==> src/rtl/lockout_timer.sv <==
// Down-counter that stays busy for exactly CYCLES cycles after start_i.
module lockout_timer #(
    parameter int unsigned CYCLES = 16
) (
    input  logic clk_i,
    input  logic rst_ni,
    input  logic start_i,
    output logic busy_o,
    output logic done_o
);

    localparam int unsigned W = (CYCLES > 1) ? $clog2(CYCLES) : 1;

    logic [W-1:0] cnt_q, cnt_d;
    logic         busy_q, busy_d;

    always_comb begin
        cnt_d  = cnt_q;
        busy_d = busy_q;
        if (start_i) begin
            busy_d = 1'b1;
            cnt_d  = W'(CYCLES - 1);
        end else if (busy_q) begin
            if (cnt_q == '0) begin
                busy_d = 1'b0;
            end else begin
                cnt_d = cnt_q - W'(1);
            end
        end
    end

    always_ff @(posedge clk_i or negedge rst_ni) begin
        if (!rst_ni) begin
            cnt_q  <= '0;
            busy_q <= 1'b0;
        end else begin
            cnt_q  <= cnt_d;
            busy_q <= busy_d;
        end
    end

    // done_o marks the final busy cycle so the owner can leave in step
    assign busy_o = busy_q;
    assign done_o = busy_q && (cnt_q == '0);

endmodule

==> config.mk <==
export PLATFORM = sky130hd
export DESIGN_NAME = lockout_timer
export DESIGN_NICKNAME = d
export VERILOG_FILES = /design/src/rtl/lockout_timer.sv
export SDC_FILE = /design/constraint.sdc
export NUM_CORES = 1
export LEC_CHECK = 0
export ABC_AREA = 1
export BUFFER_PORTS_ARGS = -buffer_cell sky130_fd_sc_hd__buf_4
export CAP_MARGIN = 40
export CORE_AREA = 2 2 39 41
export DETAILED_ROUTE_END_ITERATION = 8
export DIE_AREA = 0 0 41 43
export RECOVER_POWER = 25
export SLEW_MARGIN = 0
export SYNTH_ARGS = -nofsm -noshare
export SYNTH_HDL_FRONTEND = slang
export SYNTH_SLANG_ARGS = --single-unit
==> constraint.sdc <==
create_clock -name clk_i -period 1.6 [get_ports clk_i]
set_input_delay 0.32 -clock clk_i [delete_from_list [all_inputs] [get_ports clk_i]]
set_output_delay 0.32 -clock clk_i [all_outputs]
set_load 0.1 [all_outputs]
==> results by group, run 1 <==
Routing
  – Drt drc: 0
  – Total Wirelength: 615 um
  – DRT Pass-1 Iters: 4
  – DR WL/cell: 9.32 um
  – Vias per std cell: 4.14
  – ANT nets after route: 0
  – 1st-iter DRT viols: 5
  – DR vias: 273

Synthesis
  – Synthesized area: 287 um2
  – Synth area leaders: dfrtp_1 (44%), nand2_1 (14%), nand2_4 (7.9%)
  – Syn_area_per_cell: 7.96 um2
  – Synth top area share: 43.7%
  – Synth cell types: 12
  – Synthesized net count: 40
  – Number of synthesized register bits: 5
  – Largest area contributor in the netlist: dfrtp_1
  – Top FF cell, synth: dfrtp_1
  – Mux cell area share after synthesis: 0%
  – Largest family of logic cells by synthesized area: simple AND/OR/NAND/NOR gates
  – Async SR Flop Fraction: 100%
  – Synthesis warning total: 0
  – Post-synth EDFFs: 0
  – Most instantiated cells after synthesis: nand2_1 (11), dfrtp_1 (5), nand3_1 (4)
  – Top-count cell post-synth: nand2_1
  – Post-synthesis simple-gate area fraction: 35.4%
  – Synth Area in XOR/XNOR: 0%
  – Compound-Gate Fraction of Synth Area: 6.55%
  – Gate count of the mapped netlist: 36
  – Adder-Cell Fraction of Synth Area: 4.37%
  – Seq/Total Area, Yosys: 43.7%

Floorplan
  – Number of placed I/O pins: 5
  – Die width: 41 um
  – Core box area: 1380 um2
  – Die ar.: 1760 um2
  – Row count: 14
  – Die height: 43 um
  – Starting Density: 20.7%

Job
  – Max-Cap Viols: 0

Timing
  – Worst clock skew: 0.000465 ns
  – Hold_ws: 0.301 ns
  – RSZ-0062 raised after global routing: true
  – Max-slew violations: 0
  – Setup-failing EPs final: 0
  – Slew margin rel.: 80.7%
  – Tmin final: 1.56 ns
  – F_max: 639 MHz
  – Tcrit/Tclk final: 97.8%
  – Final Hold Fails: 0
  – Worst Tran Pin Value: 0.290 ns
  – Final WS setup: 0.0357 ns

Finish
  – # diodes: 0
  – Layout cells sized above 1: 46.0%
  – Final nets: 55
  – Area Growth Syn to Fin: 57.2%

Worst setup path
  – Buf+Inv Stages, Crit Path: 2
  – Crit path max-delay cell type: dfrtp_1
  – Crit-path leading delay family: flip-flops
  – CP max FO: 3
  – Crit-path cells: inv_2, ha_4, nand3_4, nor2_4, buf_12
  – Crit path largest cell delay: 0.38 ns
  – Startpoint types: flop
  – CP Capture Type: output pin
  – WP data arrival: 1.24 ns
  – CP Class: flop to output pin
  – Critical Path RT: 1.28 ns

Clocking
  – Skew-Pair Late Insertion Delay: 0.24 ns
  – Root Buffer: clkbuf_4
  – H-tree depth: 1
  – Reg clk slew, reported paths: 0.04 ns
  – CTS tree: yes
  – Clock sink count: 5
  – CTS Buffer Depth: 2
  – CTS buffer count: 3

Run status
  – Outcome: finished, final reports clean

Placed design
  – Post-DP HPWL: 374 um
  – Port Buffer Count: 4
  – Pre-CTS setup slack: 0.0768 ns
  – GPL Wtd Cong: 0.755

Power
  – Total chip power: 0.000336 W
  – Max VDD drop: 0.000289 V
  – Leakage: 0.229 nW
  – Power density cells: 746 nW/um2

GRT
  – Global-route wire length before repair: 945 um
  – Remaining Overflow, GRT: 0
  – Vias in the first global route: 251
  – Largest net degree at the start of global routing: 8
  – Initial antenna violation count: 0
  – Overall global routing resource usage: 8.88%

Min path
  – HP Class: primary input to flop
[state kept, by name (all words and copies together) (netlist names)]
name    flops
cnt_q       4
busy_o      1
[report_power, final]
part / total, W / switching, W / internal (W)
sequential: 0.000138 / 0.00000476 / 0.000133
clock: 0.000148 / 0.0000539 / 0.0000944
combinational: 0.0000500 / 0.0000256 / 0.0000244
[cell usage in the layout, fill, tap and decap left out, drive strengths merged]
cell / instances
nand3: 5
nor2: 2
buf: 8
o21ai: 3
dlygate4sd3: 1
clkbuf: 5
inv: 7
dfrtp: 5
nand2: 13
ha: 1
[cell type report]
type                            instances  area, um2
Timing Repair Buffer                   10       86.3
Clock buffer                            4       26.3
Multi-Input combinational cell         24        160
Tap cell                               16       20.0
Fill cell                             156        933
Sequential cell                         5        129
Inverter                                7       28.8
[cell families after synthesis]
logic type,count (synthesis)
AND/OR/NAND/NOR,20
buffers and inverters,7
flip-flops,5
AO/OA/AOI/OAI,3
adder cells (fa/ha/maj),1
[worst paths after layout]
kind                            end      from  cells past startpoint  slack, ns
setup / recovery             done_o  cnt_q[1]                      5       0.04
hold / removal             cnt_q[0]   start_i                      3       0.30
setup reg to reg           cnt_q[3]  cnt_q[1]                      8       0.39
hold reg to reg            cnt_q[3]  cnt_q[3]                      2       0.58
max in group asynchronous    busy_o    rst_ni                      2       0.89
min in group asynchronous  cnt_q[1]    rst_ni                      2       0.46
[per-stage QoR]
step                cell area, um2  TNS (ns)  cells  utilization, %
CTS                            424         0     62            30.7
global route                   450   -0.0119     66            32.5
floorplan                      300         0     36               -
global placement               350         0     56            25.3
detailed placement             350         0     56            25.3
finish                         450         0     66            32.5
[per-layer routing]
layer	global-route usage, %	vias to the layer above	share of wire, %
met2	11.9	9	50
li1	-	140	-
met1	8.50	122	44
met3	4.71	2	4.9
met5	0	-	0
met4	10.0	0	1.6
[worst min-delay path, stage by stage]
cell	delay, ns
buf_4	0.10
o21ai_2	0.05
nand2_1	0.04
[timing repair]
| action | in CTS | in global routing |
|---|---|---|
| hold buffers | 1 | 0 |
| endpoints found under the hold margin | 5 | 0 |
| setup endpoints to repair | 1 | 1 |
| pin swaps | 1 | 3 |
| setup buffers | 1 | 4 |
| gates resized for setup | 6 | 0 |
Power figures use the tool's default switching activity.
==> run 2, diff against run 1 <==
--- a/config.mk
+++ b/config.mk
@@ -5,7 +5,7 @@
 export SDC_FILE = /design/constraint.sdc
 export NUM_CORES = 1
 export LEC_CHECK = 0
-export ABC_AREA = 1
+export ABC_AREA = 0
 export BUFFER_PORTS_ARGS = -buffer_cell sky130_fd_sc_hd__buf_4
 export CAP_MARGIN = 40
 export CORE_AREA = 2 2 39 41
==> constraint.sdc (replaced) <==
create_clock -name clk_i -period 1.8 [get_ports clk_i]
set_input_delay 0.36 -clock clk_i [delete_from_list [all_inputs] [get_ports clk_i]]
set_output_delay 0.36 -clock clk_i [all_outputs]
set_load 0.1 [all_outputs]
==> results by group, run 2 <==
Run status
  – Outcome: finished, final reports clean

Placed design
  – Area after DPL: 337 um2
  – GPL Wtd Cong: 0.679
  – Port Buffer Count: 4
  – Pre-CTS setup slack: 0.251 ns

Routing
  – Vias per std cell: 4.08
  – Total Wirelength: 489 um
  – ANT nets after route: 0
  – Drt drc: 0
  – 1st-iter DRT viols: 2
  – DRT Pass-1 Iters: 2
  – DR vias: 204
  – DR WL/cell: 9.78 um

Timing
  – Slew margin rel.: 80.9%
  – Final Hold Fails: 0
  – Worst Tran Pin Value: 0.286 ns
  – Hold_ws: 0.367 ns
  – Worst clock skew: 0.00100 ns
  – Setup-failing EPs final: 0
  – Tmin final: 1.72 ns
  – Max-slew violations: 0
  – Tcrit/Tclk final: 95.6%
  – Final WS setup: 0.0798 ns
  – RSZ-0062 raised after global routing: false
  – F_max: 581 MHz

Finish
  – Commonest non-fill, non-tap cell in the layout: dfrtp_1
  – # diodes: 0
  – Layout cells sized above 1: 38.2%
  – Final nets: 39
  – Post-route cell area: 392 um2
  – Number of flip-flops in the largest register: 4
  – Most frequent cells in the layout: dfrtp_1 (4), inv_1 (3), nor2_1 (3), clkbuf_4 (3), buf_4 (3)
  – Area Growth Syn to Fin: 54.2%
  – Top reg by flops: cnt_q

GRT
  – Initial antenna violation count: 0
  – Largest net degree at the start of global routing: 8
  – Remaining Overflow, GRT: 0
  – Global-route wire length before repair: 931 um
  – Vias in the first global route: 228
  – Overall global routing resource usage: 8.19%

Worst setup path
  – R2r setup slk: 0.41 ns
  – CP Capture Type: output pin
  – CP max FO: 3
  – Crit path largest cell delay: 0.38 ns
  – Critical Path RT: 1.44 ns
  – Reg-to-reg startpoint: cnt_q[2]
  – Crit path max-delay cell type: dfrtp_1
  – Path depth of the worst reg2reg path: 2
  – Crit-path cells: inv_1, ha_4, nand2_4, nor3_4, buf_12
  – WP data arrival: 1.36 ns
  – Startpoint types: flop
  – R2R Path End: cnt_q[3]
  – CP Class: flop to output pin

Synthesis
  – Adder-Cell Fraction of Synth Area: 4.93%
  – Compound-Gate Fraction of Synth Area: 10.3%
  – Synthesis warning total: 0
  – Synth cell types: 14
  – Top-count cell post-synth: dfrtp_1
  – Post-synth EDFFs: 0
  – Synthesized net count: 28
  – Largest area contributor in the netlist: dfrtp_1
  – Synth top area share: 49.3%
  – Async SR Flop Fraction: 100%
  – Top FF cell, synth: dfrtp_1
  – Synth Area in XOR/XNOR: 0%
  – Post-synthesis simple-gate area fraction: 23.2%
  – Number of synthesized register bits: 5
  – Synth area leaders: dfrtp_1 (49%), mux2i_1 (7.9%), or4b_4 (5.4%)
  – Largest family of logic cells by synthesized area: simple AND/OR/NAND/NOR gates
  – Mux cell area share after synthesis: 7.88%
  – Synthesized area: 254 um2
  – Seq/Total Area, Yosys: 49.3%
  – Most instantiated cells after synthesis: dfrtp_1 (5), inv_1 (3), nor2_1 (3)
  – Syn_area_per_cell: 10.6 um2
  – Gate count of the mapped netlist: 24

Power
  – Leakage: 0.154 nW
  – Power density cells: 720 nW/um2
  – Total chip power: 0.000282 W
  – Max VDD drop: 0.000248 V

Min path
  – Hold Path Sink: cnt_q[3]
  – Hold Crit Depth: 2
  – Hold_sp: start_i
  – HP Class: primary input to flop

Floorplan
  – Row count: 14
  – Number of placed I/O pins: 5
  – Die width: 41 um
  – Die height: 43 um
  – Starting Density: 18.4%
  – Die ar.: 1760 um2
  – Core box area: 1380 um2

Clocking
  – CTS buffer count: 3
  – Clock sink count: 5
  – Skew-Pair Late Insertion Delay: 0.24 ns
  – Reg clk slew, reported paths: 0.04 ns
  – Root Buffer: clkbuf_4
  – Setup bufs post-CTS: 0
  – CTS tree: yes
  – H-tree depth: 1
  – CTS Buffer Depth: 2

Job
  – Max-Cap Viols: 0
run 2: changes by cell type after synthesis, moves of 2 or more:
cell     delta
inv_2       -3
nand3_1     -4
nand2_1    -10
nand2_4     -2
mux2i_1     +2
o21ai_1     -2
nor3_1      +2
run 2: timing repair:
action                                  CTS  global route
endpoints found under the hold margin     5             0
gates resized for setup                   1             3
cloned                                    0             0
endpoints found under the setup margin    1             1
hold buffers                              1             0
run 2: report_power, final:
part,internal [W],leakage (nW),total (W),switching [W]
Sequential,0.000118,0.0476,0.000124,0.00000597
Clock,0.0000838,0.0150,0.000129,0.0000456
Combinational,0.0000138,0.0918,0.0000284,0.0000145
Total,0.000216,0.154,0.000282,0.0000661
run 2: per-stage QoR:
stage / utilization, % / TNS, ns / cells
after floorplan: - / -0.0658 / 24
after global placement: 24.3 / 0 / 45
after detailed placement: 24.3 / 0 / 45
after CTS: 27.2 / 0 / 50
after global routing: 28.3 / 0 / 50
final: 28.3 / 0 / 50
run 2: area by class of cell:
type	count	area (um2)
Clock buffer	4	26.3
Fill cell	144	992
Inverter	3	11.3
Multi-Input combinational cell	16	149
Sequential cell	5	129
Tap cell	16	20.0
Timing Repair Buffer	6	56.3
run 2: worst max-delay path by stage:
stage	from	endpoint	depth (start not counted)
2_1_floorplan	busy_o	done_o	2
3_3_place_gp	cnt_q[0]	done_o	5
3_5_place_dp	cnt_q[0]	done_o	5
4_1_cts	cnt_q[0]	done_o	5
5_1_grt	cnt_q[0]	done_o	5
6_report	cnt_q[0]	done_o	5
run 2: per-layer routing:
| layer | track usage, % | vias to the layer above | share of wire [%] |
|---|---|---|---|
| met3 | 1.57 | 0 | 2.9 |
| met5 | 0 | - | 0 |
| met2 | 12.2 | 3 | 50 |
| li1 | - | 104 | - |
| met1 | 9.87 | 97 | 47 |
| met4 | 6.00 | 0 | 0 |
run 2: worst max-delay path: cells and delay by family, from the launching register on:
| kind | cells | cell delay [ns] |
|---|---|---|
| buffers and inverters | 2 | 0.32 |
| adders and majority gates | 1 | 0.17 |
| DFF | 1 | 0.38 |
| and+or+nand+nor | 2 | 0.25 |
run 2: kinds of logic after synthesis:
kind of cell    after synthesis
flops                         5
mux                           2
compound gates                3
buf+inv                       3
simple gates                 10
fa+ha+maj                     1
